**src/rtl/sram_ctrl_pkg.sv**
```systemverilog
// Shared widths and types for the single-port SRAM arbiter and its response FIFOs.
package sram_ctrl_pkg;

    localparam int SRAM_ADDR_W    = 10;
    localparam int SRAM_DATA_W    = 38;
    localparam int SRAM_RSP_DEPTH = 2;

    typedef logic port_idx_t;

    typedef struct packed {
        logic                   we;
        logic [SRAM_ADDR_W-1:0] addr;
        logic [SRAM_DATA_W-1:0] wdata;
    } sram_req_t;

endpackage

```
**src/rtl/sram_rsp_fifo.sv**
```systemverilog
// Small synchronous response FIFO; storage is reset so the head reads 0 when empty after reset.
module sram_rsp_fifo
    import sram_ctrl_pkg::*;
#(
    parameter int DATA_W = SRAM_DATA_W,
    parameter int DEPTH  = SRAM_RSP_DEPTH,
    localparam int PTR_W = (DEPTH > 1) ? $clog2(DEPTH) : 1,
    localparam int CNT_W = $clog2(DEPTH + 1)
) (
    input  logic              i_clk,
    input  logic              i_rst_n,
    input  logic              i_push,
    input  logic [DATA_W-1:0] i_wdata,
    input  logic              i_pop,
    output logic [DATA_W-1:0] o_rdata,
    output logic              o_full,
    output logic              o_empty,
    output logic [CNT_W-1:0]  o_count
);

    logic [DATA_W-1:0] r_mem [DEPTH];
    logic [PTR_W-1:0]  r_wr_ptr;
    logic [PTR_W-1:0]  r_rd_ptr;
    logic [CNT_W-1:0]  r_count;
    logic              w_do_push;
    logic              w_do_pop;

    function automatic logic [PTR_W-1:0] ptr_inc(input logic [PTR_W-1:0] p);
        return (p == PTR_W'(DEPTH - 1)) ? '0 : p + 1'b1;
    endfunction

    assign o_full    = (r_count == CNT_W'(DEPTH));
    assign o_empty   = (r_count == '0);
    assign o_count   = r_count;
    assign o_rdata   = r_mem[r_rd_ptr];
    assign w_do_pop  = i_pop & ~o_empty;
    assign w_do_push = i_push & (~o_full | w_do_pop);

    always_ff @(posedge i_clk or negedge i_rst_n) begin
        if (!i_rst_n) begin
            for (int i = 0; i < DEPTH; i++) begin
                r_mem[i] <= '0;
            end
            r_wr_ptr <= '0;
            r_rd_ptr <= '0;
            r_count  <= '0;
        end else begin
            if (w_do_push) begin
                r_mem[r_wr_ptr] <= i_wdata;
                r_wr_ptr        <= ptr_inc(r_wr_ptr);
            end
            if (w_do_pop) begin
                r_rd_ptr <= ptr_inc(r_rd_ptr);
            end
            r_count <= r_count + CNT_W'(w_do_push) - CNT_W'(w_do_pop);
        end
    end

endmodule

```
**src/rtl/sram1rw_arbiter.sv**
```systemverilog
// Round-robin arbiter for two clients sharing one 1RW SRAM macro, with per-port read-response FIFOs.
module sram1rw_arbiter
    import sram_ctrl_pkg::*;
#(
    parameter int ADDR_W    = SRAM_ADDR_W,
    parameter int DATA_W    = SRAM_DATA_W,
    parameter int RSP_DEPTH = SRAM_RSP_DEPTH
) (
    input  logic              clock,
    input  logic              reset_n,
    input  logic              p0_req_valid,
    output logic              p0_req_ready,
    input  logic              p0_req_we,
    input  logic [ADDR_W-1:0] p0_req_addr,
    input  logic [DATA_W-1:0] p0_req_wdata,
    output logic              p0_rsp_valid,
    input  logic              p0_rsp_ready,
    output logic [DATA_W-1:0] p0_rsp_rdata,
    input  logic              p1_req_valid,
    output logic              p1_req_ready,
    input  logic              p1_req_we,
    input  logic [ADDR_W-1:0] p1_req_addr,
    input  logic [DATA_W-1:0] p1_req_wdata,
    output logic              p1_rsp_valid,
    input  logic              p1_rsp_ready,
    output logic [DATA_W-1:0] p1_rsp_rdata,
    output logic              sram_ce,
    output logic              sram_csb,
    output logic              sram_web,
    output logic              sram_oeb,
    output logic [ADDR_W-1:0] sram_a,
    output logic [DATA_W-1:0] sram_i,
    input  logic [DATA_W-1:0] sram_o
);

    localparam int CNT_W = $clog2(RSP_DEPTH + 1);

    sram_req_t         w_req [2];
    sram_req_t         w_gnt_req;
    logic [1:0]        w_valid;
    logic [1:0]        w_rsp_ready;
    logic [1:0]        w_pop;
    logic [1:0]        w_push;
    logic [1:0]        w_full;
    logic [1:0]        w_empty;
    logic [1:0]        w_elig;
    logic [1:0]        w_grant;
    logic [CNT_W-1:0]  w_count [2];
    logic [DATA_W-1:0] w_rdata [2];
    logic [2:0]        w_occ   [2];
    logic              w_any;
    port_idx_t         w_sel;

    logic              r_rd_inflight;
    port_idx_t         r_rd_port;
    port_idx_t         r_rr_ptr;

    assign w_req[0]    = '{we: p0_req_we, addr: p0_req_addr, wdata: p0_req_wdata};
    assign w_req[1]    = '{we: p1_req_we, addr: p1_req_addr, wdata: p1_req_wdata};
    assign w_valid     = {p1_req_valid, p0_req_valid};
    assign w_rsp_ready = {p1_rsp_ready, p0_rsp_ready};

    for (genvar gi = 0; gi < 2; gi++) begin : g_port
        // Occupancy counts the read already in the macro pipe, and credits a pop happening now.
        assign w_pop[gi]  = w_rsp_ready[gi] & ~w_empty[gi];
        assign w_push[gi] = r_rd_inflight && (r_rd_port == port_idx_t'(gi));
        assign w_occ[gi]  = 3'(w_push[gi]) + 3'(w_count[gi]) - 3'(w_pop[gi]);
        assign w_elig[gi] = w_valid[gi] &
                            (w_req[gi].we | ((w_occ[gi] < 3'(RSP_DEPTH)) & ~(w_full[gi] & ~w_pop[gi])));

        sram_rsp_fifo #(
            .DATA_W (DATA_W),
            .DEPTH  (RSP_DEPTH)
        ) u_rsp_fifo (
            .i_clk   (clock),
            .i_rst_n (reset_n),
            .i_push  (w_push[gi]),
            .i_wdata (sram_o),
            .i_pop   (w_pop[gi]),
            .o_rdata (w_rdata[gi]),
            .o_full  (w_full[gi]),
            .o_empty (w_empty[gi]),
            .o_count (w_count[gi])
        );
    end

    // Reset gates the grant combinationally so the macro is deselected the moment reset asserts.
    assign w_any     = reset_n & (|w_elig);
    assign w_sel     = (&w_elig) ? r_rr_ptr : port_idx_t'(w_elig[1]);
    assign w_grant   = w_any ? (2'b01 << w_sel) : 2'b00;
    assign w_gnt_req = w_req[w_sel];

    assign p0_req_ready = w_grant[0];
    assign p1_req_ready = w_grant[1];
    assign p0_rsp_valid = ~w_empty[0];
    assign p1_rsp_valid = ~w_empty[1];
    assign p0_rsp_rdata = w_rdata[0];
    assign p1_rsp_rdata = w_rdata[1];

    assign sram_ce  = clock;
    assign sram_csb = ~w_any;
    assign sram_web = ~(w_any & w_gnt_req.we);
    assign sram_oeb = ~(w_any & ~w_gnt_req.we);
    assign sram_a   = w_any ? w_gnt_req.addr  : '0;
    assign sram_i   = w_any ? w_gnt_req.wdata : '0;

    always_ff @(posedge clock or negedge reset_n) begin
        if (!reset_n) begin
            r_rr_ptr      <= 1'b0;
            r_rd_inflight <= 1'b0;
            r_rd_port     <= 1'b0;
        end else begin
            if (w_any) begin
                r_rr_ptr <= ~w_sel;
            end
            r_rd_inflight <= w_any & ~w_gnt_req.we;
            r_rd_port     <= w_sel;
        end
    end

endmodule
```
**config.mk**
```make
export PLATFORM = sky130hd
export DESIGN_NAME = sram1rw_arbiter
export DESIGN_NICKNAME = d
export VERILOG_FILES = /design/src/rtl/sram_ctrl_pkg.sv /design/src/rtl/sram_rsp_fifo.sv /design/src/rtl/sram1rw_arbiter.sv
export SDC_FILE = /design/constraint.sdc
export NUM_CORES = 1
export LEC_CHECK = 0
export BUFFER_PORTS_ARGS = -buffer_cell sky130_fd_sc_hd__buf_2
export CORE_ASPECT_RATIO = 1.75
export CORE_MARGIN = 3
export CORE_UTILIZATION = 25
export DETAILED_ROUTE_END_ITERATION = 16
export GPL_TIMING_DRIVEN = 0
export MAX_ROUTING_LAYER = met4
export PLACE_DENSITY_LB_ADDON = 0.05
export SKIP_CTS_REPAIR_TIMING = 1
export SYNTH_ARGS = -nofsm -noshare
export SYNTH_HDL_FRONTEND = slang
export SYNTH_HIERARCHICAL = 1
export SYNTH_SLANG_ARGS = --single-unit
```
**constraint.sdc**
```tcl
create_clock -name clock -period 3.7 [get_ports clock]
set_clock_uncertainty 0.2 [all_clocks]
set_input_delay 0.555 -clock clock [delete_from_list [all_inputs] [get_ports clock]]
set_output_delay 0.555 -clock clock [all_outputs]
set_load 0.05 [all_outputs]
```
==> out/results.ini, run 1 <==
[finish]
drive_above_1_share_pct = 71.8
insertedDiodeCount = 0
layout.cells.non_filler = 1292
final_area_um2 = 11500
fin_util_pct = 36.1
final_common_cell = buf_2
fin_nets = 1031
syn2layout_area_growth_pct = 41.0
final_cell_mix = 231 x buf_2, 170 x mux2_2, 159 x dfrtp_1

[worst_setup_path]
worstSetupPathType = flip-flop to output pin
crit_chain = nor2_4 > nor2b_4 > ha_4 > nor2b_4 > fa_2 > xor2_2 > o2111ai_4 > a21o_1 > nand3_4 > inv_6 > buf_8 > buf_8 > a22o_2 > buf_6
worst_setup_path_end_kind = output pin
crit_family = compound AO/OA/AOI/OAI gates
cpPeakStageDelay_ns = 0.47
critPathMaxFanout = 10
slowest_stage = dfrtp_2
cp.required_ns = 2.94
cp-start-kind = flip-flop
crit_buf_inv = 4
crit_arrival_ns = 3.38

[global_route]
grt_usage_pct = 14.2
grt_pass1_vias = 6465
gr-total-overflow = 0
grt_first_pass_wirelength_um = 36700
antenna_found_initial = 0
grt_max_degree = 96

[sta]
max_freq_mhz = 242
setup_violations = 52
rsz0062_at_grt = yes
hold_viol_final = 0
max-slew-margin-rel_pct = 45.4
fin_crit_ns = 4.14
setup_ws_ns = -0.435
finalMaxSlewViolations = 0
worstMarginPinSlew_ns = 0.819
fin_crit_sh_pct = 112
whs_ns = 0.0678

[route]
vias_per_cell = 4.57
vias = 5903
drc_errors = 0
ant_nets = 0
finalWirelength_um = 24600
drtIter0Drc = 177
drtPass1Iterations = 4
wl_per_cell_um = 19.0

[floorplanning]
chipHeight_um = 245
rows = 86
die_area_um2 = 34900
pin_count = 274
die-width_um = 143
core_um2 = 31900
start_util_pct = 25.6

[clock_tree]
cts_tree = done
clk_latency_ns = 0.55
path_clk_slew_ns = 0.07

[synth]
synth_seq_cells = 163
seq_area_frac_synth_pct = 50.0
ys_warn_count = 6
synthDistinctLibCells = 36
syn_inst = 561
synth_nets = 709
syn_avg_cell_area_um2 = 14.5
syn-cell-area_um2 = 8160

[placed_design]
hpwl_um = 17400
post-place-ws_ns = -0.549
dp.cells = 1231
placed_cell_area_um2 = 10100
routabilityCongestion = 0.821
io_buffers = 273

[hold_path]
worstHoldPathType = primary input to flip-flop

[pwr]
p_leak_nw = 5.26
p_per_area_nw_per_um2 = 1110
ir_drop_uv = 496

[status]
violations = setup timing
outcome = finished with violations

[job]
maxCapViolCount = 0

==> cells in the mapped netlist <==
library cell	number	share of area [%]
mux2_2	170	23
nor2_1	4	0.18
fa_1	2	0.49
nor3b_2	1	0.15
o21ai_0	5	0.31
xor2_1	4	0.43
ha_1	4	0.61
a22o_1	48	5.2
buf_2	17	1.0
o2111ai_2	1	0.18
o32ai_1	1	0.11
inv_2	1	0.046
buf_4	2	0.18
nand2_1	10	0.46
nand3_2	1	0.12
nand2b_1	7	0.54
o221a_1	1	0.14
a21oi_1	4	0.25
dfrtp_1	163	50
clkbuf_1	4	0.18
o32a_1	1	0.12
nor3b_4	2	0.46
mux2_4	58	11
nor3_2	2	0.25
o2bb2ai_1	1	0.11
a21o_1	1	0.092
nor2b_1	7	0.54
xnor2_1	4	0.43
o21bai_1	1	0.092
inv_1	13	0.60
buf_6	12	1.7
and4bb_2	2	0.31
and3_4	1	0.14
and2_1	3	0.23
nor2_2	2	0.15
a221o_1	1	0.12
==> routing by layer <==
layer  wire (µm)  global-route usage [%]  vias to the layer above  share of wire (%)
met5           0                       -                        -                  0
met4         409                    4.36                        0                1.7
met3        1040                    3.12                       23                4.2
met2       13700                    25.3                      188                 56
met1        9400                    15.6                     3010                 38
li1            -                       -                     2682                  -
==> power breakdown <==
part           internal [mW]  leakage (nW)  switching, mW
Clock                   1.23         0.337          0.838
Sequential              2.70          1.90          0.466
Combinational           2.87          3.02           4.67
==> registers in the layout (all words and copies together), names as in the netlist <==
signal and count:
r_rd_port 1, g_port.u_rsp_fifo/r_rd_ptr 2, g_port.u_rsp_fifo/r_wr_ptr 2, g_port.u_rsp_fifo/o_count 4
g_port.u_rsp_fifo/r_mem 152, r_rd_inflight 1, r_rr_ptr 1
==> cell families (layout without fill, tap and decap cells) <==
kind of cell | after synthesis | count (layout) | synth area share (%)
flip-flops | 163 | 163 | 50.0
AND/OR/NAND/NOR | 42 | 42 | 3.53
buffers and inverters | 49 | 384 | 3.71
AO/OA/AOI/OAI | 65 | 65 | 6.67
multiplexers | 228 | 228 | 34.1
XOR/XNOR | 8 | 8 | 0.859
adder cells (fa/ha/maj) | 6 | 6 | 1.10
==> layout make-up <==
| type | count | area, µm² |
|---|---|---|
| Inverter | 14 | 57.6 |
| Timing Repair Buffer | 300 | 1960 |
| Fill cell | 3169 | 20300 |
| Clock buffer | 21 | 505 |
| Multi-Input combinational cell | 349 | 3940 |
| Buffer | 34 | 278 |
| Tap cell | 396 | 495 |
| Clock inverter | 15 | 180 |
| Sequential cell | 163 | 4080 |
==> worst paths after layout <==
check / cells past startpoint / slack, ns / to / startpoint
max: 14 / -0.44 / sram_i[24] / g_port[0].u_rsp_fifo/o_count[1]$_DFF_PN0_
min: 2 / 0.07 / r_rd_inflight$_DFF_PN0_ / p1_req_we
max reg2reg: 11 / 1.00 / r_rd_port$_DFF_PN0_ / g_port[0].u_rsp_fifo/o_count[1]$_DFF_PN0_
min reg2reg: 1 / 0.30 / g_port[0].u_rsp_fifo/r_mem[7]$_DFFE_PN0P_ / g_port[0].u_rsp_fifo/r_mem[7]$_DFFE_PN0P_
max in group asynchronous: 3 / 2.27 / g_port[0].u_rsp_fifo/o_count[1]$_DFF_PN0_ / reset_n
min in group asynchronous: 3 / 0.55 / g_port[0].u_rsp_fifo/r_mem[61]$_DFFE_PN0P_ / reset_n
==> per-stage QoR <==
step | TNS (ns) | power, mW
after floorplan | 0 | 8.70
after global placement | -247.09 | 10.2
after detailed placement | -21.66 | 10.3
after CTS | -53.71 | 12.4
after global routing | -25.04 | 13.5
final | -17.91 | 12.8
No activity file was read; power rests on OpenSTA's default activity.
==> inputs of run 2 (changes only) <==
--- a/config.mk
+++ b/config.mk
@@ -5,6 +5,7 @@
 export SDC_FILE = /design/constraint.sdc
 export NUM_CORES = 1
 export LEC_CHECK = 0
+export ABC_AREA = 1
 export BUFFER_PORTS_ARGS = -buffer_cell sky130_fd_sc_hd__buf_2
 export CORE_ASPECT_RATIO = 1.75
 export CORE_MARGIN = 3
@@ -13,7 +14,6 @@
 export GPL_TIMING_DRIVEN = 0
 export MAX_ROUTING_LAYER = met4
 export PLACE_DENSITY_LB_ADDON = 0.05
-export SKIP_CTS_REPAIR_TIMING = 1
 export SYNTH_ARGS = -nofsm -noshare
 export SYNTH_HDL_FRONTEND = slang
 export SYNTH_HIERARCHICAL = 1
==> run 2 against run 1 <==
Net effect: the flow still finishes with violations (setup timing); synthesized cell count increased by 120%; worst hold slack improved by 0.034 ns; largest cell class is now multi-input gates; first-iteration DRC count increased to 2.8 times the previous value.
==> out/results.ini, run 2 <==
[placed_design]
routabilityCongestion = 0.774  ; -5.7%
hpwl_um = 28200  ; +63%
io_buffers = 273  ; unchanged
post-place-ws_ns = -0.757  ; -0.207 ns

[synth]
synth_nets = 1355  ; +91%
seq_area_frac_synth_pct = 46.4  ; -3.6 points
ys_async_sr_fraction_pct = 100  ; unchanged
syn-cell-area_um2 = 8790  ; +7.8%
syn_inst = 1207  ; +120%
synthDistinctLibCells = 22  ; -39%
synth_most_common_cell = nand2_1
synth_top_flop_cell = dfrtp_1
ys_warn_count = 6  ; unchanged
synthTopCellsByArea = dfrtp_1 46%, nand2_1 26%, nand4_1 11%
synth_common_cells = 616 x nand2_1, 163 x dfrtp_1, 152 x nand4_1, 56 x nand3_1, 49 x buf_2
synth_seq_cells = 163  ; unchanged
yosysTopAreaCell = dfrtp_1
syn_avg_cell_area_um2 = 7.29  ; -50%
synth_edf_count = 0  ; unchanged
synth_top_area_share_pct = 46.4  ; -3.6 points

[sta]
whs_ns = 0.102  ; +0.0340 ns
max_freq_mhz = 247  ; +2.3%
max-slew-margin-rel_pct = 50.8  ; +5.4 points
fin_crit_sh_pct = 109  ; -2.5 points
finalMaxSlewViolations = 0  ; unchanged
setup_violations = 53  ; +1.9%
worstMarginPinSlew_ns = 0.738  ; -0.0806 ns
hold_viol_final = 0  ; unchanged
tns_ns = -15.30  ; +2.61 ns
fin_crit_ns = 4.04  ; -0.0923 ns
setup_ws_ns = -0.343  ; +0.0923 ns
rsz0062_at_grt = yes

[finish]
largest_register = g_port.u_rsp_fifo/r_mem
syn2layout_area_growth_pct = 52.7
largest_reg_flops = 152  ; unchanged
drive_above_1_share_pct = 36.5  ; -35 points
num-fill-cells = 3702  ; +17%
final_cell_mix = 582 x nand2_1, 254 x buf_2, 161 x dfrtp_1
final_common_cell = nand2_1
fin_nets = 1707  ; +66%

[pwr]
p_leak_nw = 7.04  ; +34%
power.total_mw = 13.3  ; +4.3%
p_per_area_nw_per_um2 = 992  ; -11%
ir_drop_uv = 393  ; -21%

[global_route]
antenna_found_initial = 3  ; +3
busiest_layer = met2
gr-total-overflow = 0  ; unchanged
gr-usage-met3_pct = 4.32  ; +1.2 points
grt_max_degree = 87  ; -9.4%
met2_usage_pct = 40.4  ; +15 points
grt_usage_pct = 21.7  ; +7.5 points
use_met1_pct = 22.3  ; +6.7 points
grt_first_pass_wirelength_um = 59800  ; +63%
grt_pass1_vias = 10060  ; +56%

[route]
wl_per_cell_um = 19.3  ; +1.6%
finalWirelength_um = 39400  ; +60%
vias = 9569  ; +62%
ant_nets = 0  ; unchanged
vias_per_cell = 4.70  ; +3.0%
drtPass1Iterations = 5  ; +1
drtIter0Drc = 504  ; +180%
drc_errors = 0  ; unchanged

[floorplanning]
start_util_pct = 25.4  ; -0.18 points
die-width_um = 148  ; +3.7%
core_um2 = 34600  ; +8.5%
chipHeight_um = 254  ; +3.7%
rows = 90  ; +4.7%
pin_count = 274  ; unchanged
die_area_um2 = 37600  ; +7.5%

[job]
maxCapViolCount = 0  ; unchanged

[worst_setup_path]
cp-startpoint = g_port[0].u_rsp_fifo/o_count[0]$_DFF_PN0_
crit_arrival_ns = 3.29  ; -0.09 ns
cp.required_ns = 2.94  ; about the same
r2r_start = g_port[0].u_rsp_fifo/o_count[0]$_DFF_PN0_
critPathMaxFanout = 10  ; unchanged
worstSetupPathType = flip-flop to output pin
ff2ff_path_depth = 26  ; +15
cpPeakStageDelay_ns = 0.43  ; -0.04 ns
crit_top_cell = nand2_2
slowest_stage = fa_1
crit_chain = inv_2 > nand2_2 > inv_2 > nor2_4 > ha_4 > nor3_4 > fa_1 > inv_1 > nand2_1 > nor2_1 > nand2_1 > nand2_2 > nand3_4 > nand2_8 > buf_8 > nand2_2 > a21oi_4 > buf_6
worst_setup_path_end_kind = output pin
cp-start-kind = flip-flop

[clock_tree]
clk_latency_ns = 0.56  ; about the same
path_clk_slew_ns = 0.07  ; about the same
cts_tree = done

[status]
outcome = finished with violations
violations = setup timing

[hold_path]
hold_depth = 3  ; +1
worstHoldPathType = primary input to flip-flop
hp-start = sram_o[37]

run 2: cell types whose count changed in the layout (fill, tap and decap cells not counted), sizes merged, moves of 45 or more:
cell / change
nand2: +607
mux2: -228
nand4: +152
buf: +78
nand3: +58
a22o: -48
a21oi: +45
run 2: worst paths after layout:
check	slack [ns]	end
max	-0.34	sram_i[0]
min in group asynchronous	0.36	g_port[0].u_rsp_fifo/r_mem[28]$_DFFE_PN0P_
max in group asynchronous	2.03	g_port[1].u_rsp_fifo/r_mem[11]$_DFFE_PN0P_
min	0.10	g_port[0].u_rsp_fifo/r_mem[37]$_DFFE_PN0P_
min reg2reg	0.27	g_port[0].u_rsp_fifo/r_mem[68]$_DFFE_PN0P_
max reg2reg	0.18	g_port[0].u_rsp_fifo/o_count[1]$_DFF_PN0_
run 2: cell families after synthesis:
family,synth area share (%)
compound gates,3.09
xor+xnor,0.398
fa+ha+maj,1.02
buf+inv,7.61
flops,46.4
simple gates,41.5
run 2: area by class of cell:
type,instances,area [µm²],share of cell area [%]
clock inverter,4,95.1,0.708
tap,460,576,4.29
clock buffer,31,583,4.34
inverter,34,131,0.978
buffer,102,711,5.29
sequential,163,4080,30.4
antenna,3,7.51,0.0559
timing repair buffer,329,2320,17.3
multi-input combinational,908,4920,36.6
run 2: what timing repair did:
action	4_1_cts	5_1_grt
pin swaps	44	28
gates resized for setup	246	51
endpoints found under the hold margin	77	0
hold buffers	1	0
cloned	5	1
buffers inserted	42	10
endpoints found under the setup margin	53	73
run 2: metrics by stage:
stage	cells	utilization (%)	area [µm²]
finish	2034	38.8	13400
CTS	2023	38.0	13100
global route	2034	38.8	13400
global placement	1940	32.0	11100
floorplan	1207	-	9130
detailed placement	1941	32.1	11100
run 2: report_power, final:
part	internal, mW	total (mW)	leakage, nW	switching, mW
combinational	2.36	8.13	4.63	5.77
clock	1.29	2.10	0.337	0.813
sequential	2.63	3.09	2.07	0.461
run 2: per-layer routing:
layer / wire length (µm) / part of all wire, %
met5: 0 / 0
met4: 1440 / 3.7
met3: 1800 / 4.6
met2: 21800 / 55
met1: 14300 / 36
run 2: critical path: cells and delay by family, from the launching register on:
kind,cells,cell delay (ns)
simple gates,10,0.98
fa+ha+maj,2,0.65
buf+inv,5,0.50
flops,1,0.38
compound gates,1,0.20
==> inputs of run 3 (changes only) <==
--- a/config.mk
+++ b/config.mk
@@ -14,6 +14,7 @@
 export GPL_TIMING_DRIVEN = 0
 export MAX_ROUTING_LAYER = met4
 export PLACE_DENSITY_LB_ADDON = 0.05
+export SKIP_LAST_GASP = 1
 export SYNTH_ARGS = -nofsm -noshare
 export SYNTH_HDL_FRONTEND = slang
 export SYNTH_HIERARCHICAL = 1
==> constraint.sdc (replaced) <==
create_clock -name clock -period 4.1 [get_ports clock]
set_clock_uncertainty 0.2 [all_clocks]
set_input_delay 0.615 -clock clock [delete_from_list [all_inputs] [get_ports clock]]
set_output_delay 0.615 -clock clock [all_outputs]
set_load 0.05 [all_outputs]
==> run 3 against run 2 <==
Net effect: the flow still finishes with violations (setup timing); sequential cell count is the same; largest power group unchanged; first-iteration DRC count shrank 6.2%; non-clock buffer count shrank 4; final area shrank 2.4%; utilization shrank 0.92 points; combinational power shrank 11%; largest cell class unchanged; register-to-register slack lost 0.12 ns; critical path type unchanged; die area is the same; sequential power shrank 9.7%.
==> out/results.ini, run 3 (synthesis results as in run 2) <==
[status]
outcome = finished with violations
violations = setup timing

[route]
wl_per_cell_um = 20.0  ; +3.2%
drtIter0Drc = 473  ; -6.2%
vias_per_cell = 4.74  ; +0.65%
vias = 9631  ; +0.65%
drtPass1Iterations = 4  ; -1
ant_nets = 0  ; unchanged
finalWirelength_um = 40600  ; +3.2%
drc_errors = 0  ; unchanged

[sta]
setup_violations = 8  ; -85%
setup_ws_ns = -0.0299  ; +0.313 ns
max_freq_mhz = 242
max-slew-margin-rel_pct = 47.4  ; -3.4 points
fin_crit_sh_pct = 101
finalMaxSlewViolations = 0  ; unchanged
hold_viol_final = 0  ; unchanged
worstMarginPinSlew_ns = 0.789  ; +0.0512 ns
rsz0062_at_grt = yes
fin_crit_ns = 4.13

[pwr]
switchingPower_mw = 6.34  ; -10%
clkPwrFrac_pct = 16.3  ; +0.5 points
p_comb_share_pct = 60.5  ; -0.5 points
internal_power_mw = 5.63  ; -10%
p_leak_nw = 7.00  ; -0.64%
p_per_area_nw_per_um2 = 913  ; -8.0%
swShare_pct = 53.0  ; +0.088 points
power.total_mw = 12.0  ; -10%
seqPwrFrac_pct = 23.3  ; about the same
ir_drop_uv = 347  ; -12%

[finish]
num-fill-cells = 3697  ; -0.14%
layout.cells.non_filler = 2034  ; unchanged
regArea_um2 = 4080  ; unchanged
multi_input_area_um2 = 4670  ; -5.1%
fin_util_pct = 37.9  ; -0.92 points
largest_reg_flops = 152  ; unchanged
final_common_cell = nand2_1
largest_register = g_port.u_rsp_fifo/r_mem
fin_nets = 1703  ; -0.23%
final_cell_mix = 579 x nand2_1, 256 x buf_2, 161 x dfrtp_1
syn2layout_area_growth_pct = 49.0
drive_above_1_share_pct = 34.7  ; -1.8 points

[global_route]
grt_pass1_vias = 9890  ; -1.7%
grt_max_degree = 90  ; +3.4%
grt_first_pass_wirelength_um = 60000  ; +0.46%
grt_usage_pct = 22.0  ; +0.34 points
gr-total-overflow = 0  ; unchanged
antenna_found_initial = 6  ; +3

[worst_setup_path]
cpPeakStageDelay_ns = 0.48  ; +0.05 ns
crit_buf_inv = 7  ; +2
worstSetupPathType = flip-flop to output pin
crit_chain = inv_2 > nand2_2 > inv_2 > nor2_4 > ha_4 > nor2_4 > fa_1 > inv_1 > nand2_1 > nor2_1 > nand2_1 > a21oi_4 > buf_12 > buf_8 > nand2_8 > buf_8 > nand2_2 > a21oi_4 > buf_6
crit_arrival_ns = 3.31  ; +0.02 ns
critPathMaxFanout = 5  ; -5
slowest_stage = fa_1
cp-start-kind = flip-flop
cp.required_ns = 3.28  ; +0.34 ns
crit_family = buffers and inverters
worst_setup_path_end_kind = output pin

[floorplanning]
core_um2 = 34600  ; unchanged
die-width_um = 148  ; unchanged
pin_count = 274  ; unchanged
chipHeight_um = 254  ; unchanged
start_util_pct = 25.4  ; unchanged
die_area_um2 = 37600  ; unchanged
rows = 90  ; unchanged

[hold_path]
worstHoldPathType = primary input to flip-flop

[clock_tree]
clk_latency_ns = 0.56  ; about the same
path_clk_slew_ns = 0.07  ; about the same
cts_tree = done

[placed_design]
dp.cells = 1941  ; unchanged
hpwl_um = 28500  ; +0.98%
routabilityCongestion = 0.776  ; +0.22%
io_buffers = 273  ; unchanged

[job]
maxCapViolCount = 0  ; unchanged

run 3: cell types whose count changed in the layout (fill, tap and decap cells not counted), moves of 11 or more:
cell / change
nand3_4: -11
nand2_4: +11
a21oi_2: +11
a21oi_4: -13
nand3_1: +30
nand3_2: -19
run 3: what timing repair did:
item                                   CTS  global route
buffers inserted                        40             6
endpoints found under the hold margin   87             0
hold buffers                             1             0
resized for setup                      185           127
setup endpoints to repair               53            55
gates cloned                             5             2
pin swaps                               26            32
run 3: final cells by class:
| type | count | share of cell area (%) |
|---|---|---|
| multi-input cells | 908 | 35.6 |
| flip-flops and latches | 163 | 31.1 |
| repair buffers | 325 | 17.4 |
| plain buffers | 102 | 5.02 |
| well taps | 460 | 4.39 |
| clock buffers | 25 | 4.12 |
| clock inverters | 11 | 1.20 |
| inverters | 34 | 1.00 |
| diodes | 6 | 0.115 |
run 3: final timing paths:
path	cells after the start	to	slack [ns]	startpoint
max	19	sram_i[19]	-0.03	g_port[1].u_rsp_fifo/o_count[1]$_DFF_PN0_
max reg2reg	29	g_port[1].u_rsp_fifo/o_count[1]$_DFF_PN0_	0.06	g_port[1].u_rsp_fifo/o_count[1]$_DFF_PN0_
min reg2reg	2	g_port[0].u_rsp_fifo/r_mem[61]$_DFFE_PN0P_	0.27	g_port[0].u_rsp_fifo/r_mem[61]$_DFFE_PN0P_
min in group asynchronous	2	g_port[0].u_rsp_fifo/r_mem[31]$_DFFE_PN0P_	0.45	reset_n
min	3	g_port[1].u_rsp_fifo/r_mem[9]$_DFFE_PN0P_	0.16	sram_o[9]
max in group asynchronous	3	g_port[1].u_rsp_fifo/r_mem[15]$_DFFE_PN0P_	2.30	reset_n
run 3: power groups by stage:
stage | combinational, mW | sequential (mW) | clock [mW]
after floorplan | 4.46 | 2.71 | 0.0526
after global placement | 6.21 | 2.80 | 0.0596
after detailed placement | 6.24 | 2.82 | 0.0596
after CTS | 6.99 | 2.78 | 1.99
after global routing | 7.79 | 2.88 | 2.05
final | 7.23 | 2.79 | 1.94
run 3: tightest hold or removal path, cell delays in order:
cell,delay [ns]
buf_2,0.13
nand4_1,0.09
nand2_1,0.05
run 3: per-layer routing:
metal / GRT usage [%] / share of wire (%) / vias up
li1: - / - / 4660
met1: 22.3 / 36 / 4578
met2: 41.1 / 55 / 331
met3: 4.39 / 4.9 / 62
met4: 8.98 / 3.9 / 0
met5: - / 0 / -
run 3: through the flow:
stage	setup WS, ns	hold slack (ns)	TNS (ns)	area [µm²]
floorplan	-0.0859	0.119	-0.516	8790
global placement	-2.79	0.253	-266.44	10700
detailed placement	-0.535	0.258	-12.52	10800
CTS	-0.0996	0.135	-3.07	12500
global route	-0.136	0.153	-5.25	13100
finish	-0.0299	0.157	-0.139	13100
